==> config.mk <==
export PLATFORM = sky130hd
export DESIGN_NAME = q2b_sweep_ctrl_flat
export DESIGN_NICKNAME = d
export VERILOG_FILES = /design/src/rtl/q2b_sweep_pkg.sv /design/src/rtl/q2b_sweep_ctrl_if.sv /design/src/rtl/q2b_settle_timer.sv /design/src/rtl/q2b_sweep_ctrl.sv /design/src/flat_wrapper.sv
export SDC_FILE = /design/constraint.sdc
export NUM_CORES = 1
export LEC_CHECK = 0
export ABC_AREA = 1
export BUFFER_PORTS_ARGS = -buffer_cell sky130_fd_sc_hd__buf_4
export CAP_MARGIN = 20
export CORE_MARGIN = 3
export CORE_UTILIZATION = 53
export CTS_BUF_LIST = sky130_fd_sc_hd__clkbuf_2
export DETAILED_ROUTE_END_ITERATION = 6
export GPL_TIMING_DRIVEN = 0
export PLACE_DENSITY_LB_ADDON = 0.08
export SETUP_SLACK_MARGIN = 0.02
export SLEW_MARGIN = 25
export SYNTH_ARGS = -nofsm -noshare
export SYNTH_HDL_FRONTEND = slang
export SYNTH_SLANG_ARGS = --single-unit
==> constraint.sdc <==
create_clock -name clk -period 1.6 [get_ports clk]
set_input_delay 0.24 -clock clk [delete_from_list [all_inputs] [get_ports clk]]
set_output_delay 0.24 -clock clk [all_outputs]
set_load 0.01 [all_outputs]
==> src/rtl/q2b_sweep_pkg.sv <==
// Shared types and default sizes for the q2b truth-table sweeper.
// Latency: n/a (declarations only).
// Backpressure: n/a.
package q2b_sweep_pkg;

  localparam int N_IN_DFLT = 4;
  localparam int TBL_W     = 2 ** N_IN_DFLT;
  localparam int CNT_W     = N_IN_DFLT + 1;

  typedef enum logic [1:0] {
    ST_IDLE   = 2'd0,
    ST_SETTLE = 2'd1,
    ST_SAMPLE = 2'd2,
    ST_DONE   = 2'd3
  } sweep_state_t;

endpackage

==> src/rtl/q2b_sweep_ctrl_if.sv <==
// Bundle between the test/config master, the sweeper and the q2b datapath.
// Latency: n/a (wires only).
// Backpressure: none; start is a level sampled only while the sweeper is idle.
interface q2b_sweep_ctrl_if
  import q2b_sweep_pkg::*;
#(
  parameter int N_IN = N_IN_DFLT
);

  localparam int TW = 2 ** N_IN;
  localparam int CW = N_IN + 1;

  logic            start;
  logic            abort;
  logic [TW-1:0]   exp_tbl;
  logic            f_in;
  logic [N_IN-1:0] abcd_out;
  logic            busy;
  logic            done;
  logic [TW-1:0]   truth_tbl;
  logic [CW-1:0]   ones_cnt;
  logic            mismatch;

  // Config master plus the q2b output it forwards.
  modport master (
    output start, abort, exp_tbl, f_in,
    input  abcd_out, busy, done, truth_tbl, ones_cnt, mismatch
  );

  // Sweeper side.
  modport slave (
    input  start, abort, exp_tbl, f_in,
    output abcd_out, busy, done, truth_tbl, ones_cnt, mismatch
  );

endinterface

==> src/rtl/q2b_settle_timer.sv <==
// Loadable down-counter that times how long each vector is held before sampling.
// Latency: zero flag reflects the registered count (load/decrement visible next cycle).
// Backpressure: none; load has priority over decrement, count saturates at zero.
module q2b_settle_timer #(
  parameter int W = 1
) (
  input  logic         clk,
  input  logic         rst_n,
  input  logic         load_i,
  input  logic [W-1:0] load_val_i,
  input  logic         en_i,
  output logic         zero_o
);

  logic [W-1:0] cnt_q;

  // Reload on request, otherwise count down while enabled and non-zero.
  always_ff @(posedge clk or negedge rst_n) begin
    if (!rst_n) begin
      cnt_q <= '0;
    end else if (load_i) begin
      cnt_q <= load_val_i;
    end else if (en_i && (cnt_q != '0)) begin
      cnt_q <= cnt_q - W'(1);
    end
  end

  assign zero_o = (cnt_q == '0);

endmodule

==> src/rtl/q2b_sweep_ctrl.sv <==
// Exhaustive sweeper for q2b: drives every input vector, captures f, counts ones, compares.
// Latency: SETTLE+1 cycles per vector; done pulses the cycle after edge E0 + 2^N_IN*(SETTLE+1).
// Backpressure: start ignored while busy; abort cancels synchronously and wins over everything.
module q2b_sweep_ctrl
  import q2b_sweep_pkg::*;
#(
  parameter int N_IN   = N_IN_DFLT,
  parameter int SETTLE = 1
) (
  input logic          clk,
  input logic          rst_n,
  q2b_sweep_ctrl_if.slave bus
);

  localparam int TW    = 2 ** N_IN;
  localparam int CW    = N_IN + 1;
  localparam int TMR_W = $clog2(SETTLE) + 1;

  localparam logic [TMR_W-1:0] RELOAD   = TMR_W'(SETTLE - 1);
  localparam logic [N_IN-1:0]  LAST_IDX = {N_IN{1'b1}};

  sweep_state_t    state_q;
  logic [N_IN-1:0] idx_q;
  logic [N_IN-1:0] abcd_q;
  logic            busy_q;
  logic            done_q;
  logic [TW-1:0]   tbl_q;
  logic [TW-1:0]   tbl_d;
  logic [CW-1:0]   ones_q;
  logic            mism_q;
  logic [TW-1:0]   exp_q;

  logic tmr_load;
  logic tmr_en;
  logic tmr_zero;

  // The timer is armed when a sweep starts and again after every non-final sample.
  assign tmr_load = ((state_q == ST_IDLE)   && bus.start && !bus.abort) ||
                    ((state_q == ST_SAMPLE) && !bus.abort && (idx_q != LAST_IDX));
  assign tmr_en   = (state_q == ST_SETTLE);

  q2b_settle_timer #(
    .W (TMR_W)
  ) u_timer (
    .clk        (clk),
    .rst_n      (rst_n),
    .load_i     (tmr_load),
    .load_val_i (RELOAD),
    .en_i       (tmr_en),
    .zero_o     (tmr_zero)
  );

  // Table as it will look once the current sample lands; the final compare uses it.
  always_comb begin
    tbl_d        = tbl_q;
    tbl_d[idx_q] = bus.f_in;
  end

  // Sweep FSM with registered vector, status and result outputs.
  always_ff @(posedge clk or negedge rst_n) begin
    if (!rst_n) begin
      state_q <= ST_IDLE;
      idx_q   <= '0;
      abcd_q  <= '0;
      busy_q  <= 1'b0;
      done_q  <= 1'b0;
      tbl_q   <= '0;
      ones_q  <= '0;
      mism_q  <= 1'b0;
      exp_q   <= '0;
    end else begin
      case (state_q)
        ST_IDLE: begin
          if (bus.start && !bus.abort) begin
            tbl_q   <= '0;
            ones_q  <= '0;
            mism_q  <= 1'b0;
            exp_q   <= bus.exp_tbl;
            idx_q   <= '0;
            abcd_q  <= '0;
            busy_q  <= 1'b1;
            state_q <= ST_SETTLE;
          end
        end
        ST_SETTLE: begin
          if (bus.abort) begin
            abcd_q  <= '0;
            busy_q  <= 1'b0;
            state_q <= ST_IDLE;
          end else if (tmr_zero) begin
            state_q <= ST_SAMPLE;
          end
        end
        ST_SAMPLE: begin
          if (bus.abort) begin
            abcd_q  <= '0;
            busy_q  <= 1'b0;
            state_q <= ST_IDLE;
          end else begin
            tbl_q  <= tbl_d;
            ones_q <= ones_q + CW'(bus.f_in);
            if (idx_q == LAST_IDX) begin
              mism_q  <= |(tbl_d ^ exp_q);
              done_q  <= 1'b1;
              abcd_q  <= '0;
              state_q <= ST_DONE;
            end else begin
              idx_q   <= idx_q + N_IN'(1);
              abcd_q  <= idx_q + N_IN'(1);
              state_q <= ST_SETTLE;
            end
          end
        end
        ST_DONE: begin
          done_q  <= 1'b0;
          busy_q  <= 1'b0;
          abcd_q  <= '0;
          state_q <= ST_IDLE;
        end
        default: begin
          state_q <= ST_IDLE;
        end
      endcase
    end
  end

  assign bus.abcd_out  = abcd_q;
  assign bus.busy      = busy_q;
  assign bus.done      = done_q;
  assign bus.truth_tbl = tbl_q;
  assign bus.ones_cnt  = ones_q;
  assign bus.mismatch  = mism_q;

endmodule

==> src/flat_wrapper.sv <==
// flat-port wrapper written by rule: the top's interface ports become plain ports
module q2b_sweep_ctrl_flat import q2b_sweep_pkg::*;
#(
  parameter int N_IN   = N_IN_DFLT,
  parameter int SETTLE = 1
)
  (clk, rst_n, bus_start, bus_abort, bus_exp_tbl, bus_f_in, bus_abcd_out, bus_busy, bus_done, bus_truth_tbl, bus_ones_cnt, bus_mismatch);
  q2b_sweep_ctrl_if #(.N_IN(N_IN)) bus_i ();
  input logic clk;
  input logic rst_n;
  input wire logic [$bits(bus_i.start)-1:0] bus_start;
  input wire logic [$bits(bus_i.abort)-1:0] bus_abort;
  input wire logic [$bits(bus_i.exp_tbl)-1:0] bus_exp_tbl;
  input wire logic [$bits(bus_i.f_in)-1:0] bus_f_in;
  output wire logic [$bits(bus_i.abcd_out)-1:0] bus_abcd_out;
  output wire logic [$bits(bus_i.busy)-1:0] bus_busy;
  output wire logic [$bits(bus_i.done)-1:0] bus_done;
  output wire logic [$bits(bus_i.truth_tbl)-1:0] bus_truth_tbl;
  output wire logic [$bits(bus_i.ones_cnt)-1:0] bus_ones_cnt;
  output wire logic [$bits(bus_i.mismatch)-1:0] bus_mismatch;
  assign bus_i.start = bus_start;
  assign bus_i.abort = bus_abort;
  assign bus_i.exp_tbl = bus_exp_tbl;
  assign bus_i.f_in = bus_f_in;
  assign bus_abcd_out = bus_i.abcd_out;
  assign bus_busy = bus_i.busy;
  assign bus_done = bus_i.done;
  assign bus_truth_tbl = bus_i.truth_tbl;
  assign bus_ones_cnt = bus_i.ones_cnt;
  assign bus_mismatch = bus_i.mismatch;
  q2b_sweep_ctrl #(.N_IN(N_IN), .SETTLE(SETTLE)) u_core (.clk(clk), .rst_n(rst_n), .bus(bus_i));
endmodule
**Yosys cells after proc, flatten, opt, wreduce, memory -nomap -nowiden**

Cells that the tools add are included.
W data, S select, Z words.

- Flip-flop bits (word level): 51
- Input bits: 21
- Output and inout port bits: 28
- Word-level logic and storage cells: 86

- Add/sub/neg operators: 3
- $lt $le $gt $ge: 2
- Equality and inequality tests: 12
- Mux-type cells: 35
- Bitwise gates (word level): 1
- Reduce and logical (&&, ||, !) cells: 23

Operators by type and width:

| kind | number |
|---|---|
| $mux W16 | 2 |
| $pmux W16 S2 | 1 |
| $mux W4 | 6 |
| $bwmux W16 | 1 |
| $pmux W4 S4 | 1 |
| $reduce_or A16 Y1 | 1 |
| $xor A16 B16 Y16 | 1 |
| $mux W1 | 10 |
| $mux W2 | 5 |
| $mux W5 | 2 |
| $ne A2 B2 Y1 const B | 5 |
| $pmux W5 S2 | 1 |
| $pmux W2 S4 | 1 |
| $pmux W4 S2 | 1 |
| $reduce_and A2 Y1 | 4 |
| $reduce_and A4 Y1 | 2 |
| $logic_and A1 B1 Y1 | 7 |
| $reduce_and A3 Y1 | 2 |
| $reduce_bool A2 Y1 | 3 |
| $add A5 B1 Y5 | 1 |
| $lt A4 B5 Y1 const B | 1 |
| $add A4 B1 Y4 const B | 1 |
| $demux W1 S4 | 1 |
| $eq A2 B2 Y1 const B | 2 |
| other kinds (13) | 14 |

**Depth between registers and ports, before layout**

- Word-level depth: 10
- Depth in mapped cells: 13

**By module**

A second synthesis with hierarchy kept.

- Cells, all modules: 408
- Area total of the unflattened synthesis: 3034.2 um^2

Modules (own cells, without submodules):

| module | instances | cells an instance | area an instance (um^2) | sequential area each (um^2) |
|---|---|---|---|---|
| q2b_sweep_ctrl | 1 | 401 | 2985.4 | 1251.2 |
| q2b_settle_timer | 1 | 7 | 48.8 | 25.0 |

**Worst setup path after synthesis**

No wires, ideal clock.

- Path kind: register to register
- Start point: register u_core.state_q[0]
- End point: register u_core.tbl_q[13] (netlist: u_core.bus.truth_tbl[13])
- Library setup time: 127 ps
- Data arrival time: 1508 ps
- Required time: 1473 ps
- Path slack: -35 ps
- Stages on the path, launching flop included: 10
- Path buffers: 2
- Path through: dfrtp_1 > inv_1 > ha_1 > buf_4 > nand2_1 > nor2_4 > nor2_4 > inv_2 > buf_2 > o22ai_1

- Longest elaborated chain between the ends: 3
- Elaborated cells between the ends (all ways): 7
- Classes of those cells: eq/ne: 3; mux: 1; reduce/logical: 3

RTL lines:

| what | RTL line | RTL |
|---|---|---|
| start, declared | q2b_sweep_ctrl.sv:22 | `sweep_state_t state_q;` |
| start signal, assigned | q2b_sweep_ctrl.sv:62 | `state_q <= ST_IDLE;` |
| start signal, assigned | q2b_sweep_ctrl.sv:82 | `state_q <= ST_SETTLE;` |
| start signal, assigned | q2b_sweep_ctrl.sv:89 | `state_q <= ST_IDLE;` |
| $eq A2 B2 Y1 / $logic_not A2 Y1 (equally long branches) | q2b_sweep_ctrl.sv:72 | `case (state_q)` |
| $ne A2 B2 Y1 (no line) / $reduce_bool A2 Y1 (equally long branches) | - |  |
| $reduce_and A3 Y1 (no line) | - |  |
| end signal, assigned | q2b_sweep_ctrl.sv:100 | `tbl_q <= tbl_d;` |
| end, declared | q2b_sweep_ctrl.sv:27 | `logic [TW-1:0] tbl_q;` |

Several ways; a longest one is shown, not always the timed one.
A chain may end at the register's enable or synchronous reset.

**Worst setup path after layout**

- Start point: register u_core.idx_q[1]
- End point: register u_core.mism_q (netlist: u_core.bus.mismatch)

- Longest elaborated chain between the ends: 10
- Elaborated cells between the ends (all ways): 14
- Classes of those cells: order compare: 2; eq/ne: 2; mux: 6; bitwise: 1; reduce/logical: 3

RTL lines:

| what | RTL line | RTL |
|---|---|---|
| start, declared | q2b_sweep_ctrl.sv:23 | `logic [N_IN-1:0] idx_q;` |
| start signal, assigned | q2b_sweep_ctrl.sv:108 | `idx_q <= idx_q + N_IN'(1);` |
| $lt A4 B5 Y1 (implied by the code) / $ge A4 B1 Y1 (equally long branches) | q2b_sweep_ctrl.sv:56 | `tbl_d[idx_q] = bus.f_in;` |
| $logic_and A1 B1 Y1 (implied by the code) | q2b_sweep_ctrl.sv:56 |  |
| $mux W1 (implied by the code) | q2b_sweep_ctrl.sv:56 |  |
| $demux W1 S4 | - |  |
| $bwmux W16 | q2b_sweep_ctrl.sv:56 |  |
| $xor A16 B16 Y16 | q2b_sweep_ctrl.sv:103 | `mism_q <= \|(tbl_d ^ exp_q);` |
| $reduce_or A16 Y1 | q2b_sweep_ctrl.sv:103 |  |
| $mux W1 | q2b_sweep_ctrl.sv:102 | `if (idx_q == LAST_IDX) begin` |
| $mux W1 | q2b_sweep_ctrl.sv:95 | `if (bus.abort) begin` |
| $pmux W1 S2 | q2b_sweep_ctrl.sv:72 |  |
| end signal, assigned | q2b_sweep_ctrl.sv:103 |  |
| end, declared | q2b_sweep_ctrl.sv:30 | `logic mism_q;` |

Several ways; a longest one is shown, not always the timed one. The select of a mux whose other input is x is not followed.

==> metrics.json <==
{
  "run_status": "finished, violations left",
  "violations": "setup timing",
  "ys_ff_latch": 51,
  "core_region_area_um2": 5335,
  "dpl.cell_count": 525,
  "numCtsBuffers": 5,
  "timing.hold.worst_endpoint": "u_core.bus.abcd_out[0]$_DFFE_PN0P_",
  "share_of_synthesized_flip_flops_with_an_asynchronous_set_or_reset_pct": 100.0,
  "post-dp-hpwl_mm": 5.580,
  "initial_cell_density_of_the_core_pct": 57.11,
  "synth.yosys.warnings": 0,
  "seq_area_frac_synth_pct": 41.89,
  "setup_total_negative_slack_ps": -2549,
  "final_core_utilization_pct": 79.48,
  "count_of_unresolved_drc_violations_after_routing": 0,
  "worst_setup_path_type": "reg -> reg",
  "grt_pass1_vias": 3046,
  "critical_path.endpoint_type": "flop",
  "post_route_cells_drive_above_1_share_pct": 30.82,
  "design.die.area_um2": 6695,
  "synth_edf_count": 0,
  "leakage_nw": 2.064,
  "floorplan.rows": 26,
  "worstHoldStart": "bus_abort",
  "syn-num-nets": 441,
  "viasPerCell": 5.527,
  "die_height_um": 81.82,
  "slew-limit-headroom_pct": 55.05,
  "start_kind": "flop",
  "clk_latency_ps": 490,
  "report.final.setup_viol": 37,
  "regToRegStartpoint": "u_core.idx_q[1]$_DFFE_PN0P_",
  "clock_tree.htree_level_count": 2,
  "synthesized_area_um2": 3047,
  "synthesis.instances": 407,
  "final-hold-violation-count": 0,
  "ir_drop_mv": 1.147,
  "clock_tree.buffer_depth": 2,
  "clk_transition_reported_paths_ps": 320,
  "finalWorstSetupSlack_ps": -185.0,
  "ys.flop_type": "dfrtp_1",
  "yosysTopAreaCellShare_pct": 41.89,
  "num_vias": 3167,
  "critPathMaxFanout": 4,
  "initialDrtViolationCount": 245,
  "synthDominantAreaCellType": "dfrtp_1",
  "period_share_pct": 111.6,
  "min_clock_period_post_route_ps": 1785,
  "grt_first_pass_wirelength_mm": 14.40,
  "slew_viol_final": 0,
  "netlist-cell-type-count": 31,
  "total_power_mw": 5.905,
  "area_growth_pct": 39.18,
  "fmax_mhz": 560.2,
  "layoutNonFillerInstCount": 573,
  "firstDrtPassIters": 5,
  "die_x_um": 81.82,
  "worst_r2r_path_depth": 13,
  "count_of_pins_on_the_block_boundary": 49,
  "r2r_end": "u_core.bus.mismatch$_DFFE_PN0P_",
  "setup.reg_to_reg.worst_slack_ps": -180,
  "max_cap_viol_count": 0,
  "worstPathArrival_ps": 2220,
  "endpoint_required_time_on_the_critical_path_ps": 2040,
  "power_density_nw_per_um2": 1393,
  "antenna_left": 0,
  "timing.clock.skew_ps": 45.26,
  "antenna_found_initial": 0,
  "worst_hold_path_type": "in -> reg",
  "finalWeightedCongestion": 0.8834,
  "synthesis.area_per_instance_um2": 7.486,
  "synthTopCellsByArea": "dfrtp_1 42%, nand3_1 12%, nand2_1 12%, inv_1 6.4%, ha_1 5.3%",
  "min_delay_path_depth": 4,
  "wirelength_mm": 8.897,
  "transition_time_at_the_pin_with_the_least_slew_margin_ps": 674.3,
  "largest_net_degree_at_the_start_of_global_routing": 52,
  "antennaDiodeCount": 0,
  "rsz_0062_raised_after_global_routing": "yes",
  "avgRoutedWirePerCell_um": 15.53,
  "clock_sinks": 51,
  "clock_tree_from_tritoncts": "built",
  "global_route.usage.total_pct": 28.20,
  "io_buffers": 48,
  "number_of_nets_at_the_end_of_the_flow": 536,
  "clock_tree_root": "clkbuf_2",
  "fillCellCount": 376,
  "grt_overflow_total": 0
}
[routing by layer]
metal	part of all wire [%]	track usage, %	vias to the layer above
met5	0	0	-
met4	2.1	10.63	0
met3	6.6	5.154	22
met2	48	46.53	134
met1	43	36.78	1477
li1	-	-	1534
[kinds of logic (layout without fill, tap and decap cells)]
logic type / Yosys count / after routing / synth area share, %
compound gates: 53 / 53 / 9.775
xor+xnor: 2 / 2 / 0.5751
fa+ha+maj: 13 / 13 / 5.339
buf+inv: 73 / 169 / 9.979
flops: 51 / 51 / 41.89
mux: 1 / 1 / 0.3696
simple gates: 214 / 214 / 32.07
[cells in the mapped netlist, types with 2 or more instances]
library cell,instances
nand2_1,96
nand3_1,76
inv_1,52
dfrtp_1,51
o21ai_0,27
nor2_1,21
ha_1,13
nand4_1,13
buf_2,10
o22ai_1,8
o21ai_1,7
a21oi_1,6
clkbuf_1,4
inv_2,3
buf_4,2
nor2_2,2
nor2_4,2
[registers in the layout, summed over array words and instances, names as in the netlist]
signal                count
u_core.u_timer.cnt_q      1
u_core.bus.busy           1
u_core.bus.truth_tbl     16
u_core.bus.done           1
u_core.bus.ones_cnt       5
u_core.idx_q              4
u_core.bus.abcd_out       4
u_core.state_q            2
u_core.bus.mismatch       1
u_core.exp_q             16
[power by group]
part / switching (mW) / total [mW] / internal [mW] / leakage, nW
registers: 0.286 / 1.96 / 1.67 / 0.671
logic: 1.67 / 3.06 / 1.39 / 1.34
clock network: 0.464 / 0.882 / 0.418 / 0.0492
[cells in the final DEF (no fill, tap or decap), types with 2 or more instances in the layout]
master         count
dfrtp_1           49
buf_2              6
o21ai_2            7
o21ai_0           25
o22ai_1            5
nor2_1            15
nor2_4             2
o21ai_1            2
clkbuf_4           3
a21oi_4            2
nand3_1           69
clkbuf_2           5
buf_4             70
nand2_1           91
o22ai_2            3
inv_2              8
buf_6              5
nand3_2            7
nand2_2            4
inv_4              3
nand4_1           13
a21oi_1            5
inv_1             44
dfrtp_2            2
buf_8              3
nor2_2             8
ha_1               6
ha_4               6
dlygate4sd3_1     17
bufinv_16          2
[critical path, stage by stage, from the launching register on]
cell and delay [ps]:
dfrtp_2 540, ha_4 170, buf_4 110, nand3_4 70, nand2_1 110, nand2_1 100, nand2_1 70, nand2_1 50
nor2_1 120, nand2_1 80, nor2_2 120, nand2_1 80, nand2_1 70, nand2_1 50
[repair_timing]
action,in CTS,in global routing
buffers inserted,18,5
pin swaps,9,12
gates cloned,1,0
endpoints found under the setup margin,48,50
gates resized for setup,54,24
hold buffers,17,0
hold endpoints to repair,67,0
[final cells by class]
cell class / instances / area, um^2 / area share [%]
tap: 70 / 87.58 / 2.066
buffer: 16 / 138.9 / 3.275
inverter: 56 / 222.7 / 5.252
timing repair buffer: 89 / 738.2 / 17.41
clock buffer: 5 / 25.02 / 0.5901
sequential: 51 / 1279 / 30.16
multi-input combinational: 283 / 1682 / 39.66
clock inverter: 3 / 67.56 / 1.593
[per-stage QoR]
stage	hold slack (ps)	setup WS (ps)	area, um^2
floorplan	-55.59	30.71	3055
global placement	313.9	-227.0	3503
CTS	59.81	-149.6	4110
detailed placement	315.8	-264.7	3503
global route	56.56	-281.0	4240
finish	44.06	-185.0	4240
[worst max-delay path by stage]
stage          slack, ps                                    to  cells past startpoint                     startpoint
6_report            -180       u_core.bus.mismatch$_DFFE_PN0P_                     13    u_core.idx_q[1]$_DFFE_PN0P_
5_1_grt             -280       u_core.bus.mismatch$_DFFE_PN0P_                     13    u_core.idx_q[1]$_DFFE_PN0P_
3_3_place_gp        -230  u_core.bus.truth_tbl[13]$_DFFE_PN0P_                      9  u_core.state_q[0]$_DFFE_PN0P_
3_5_place_dp        -260           u_core.exp_q[3]$_DFFE_PN0P_                      7  u_core.state_q[1]$_DFFE_PN0P_
4_1_cts             -150       u_core.bus.mismatch$_DFFE_PN0P_                     13    u_core.idx_q[1]$_DFFE_PN0P_
2_1_floorplan         30       u_core.bus.mismatch$_DFFE_PN0P_                     12    u_core.idx_q[0]$_DFFE_PN0P_
(Power assumes the default switching activity.)
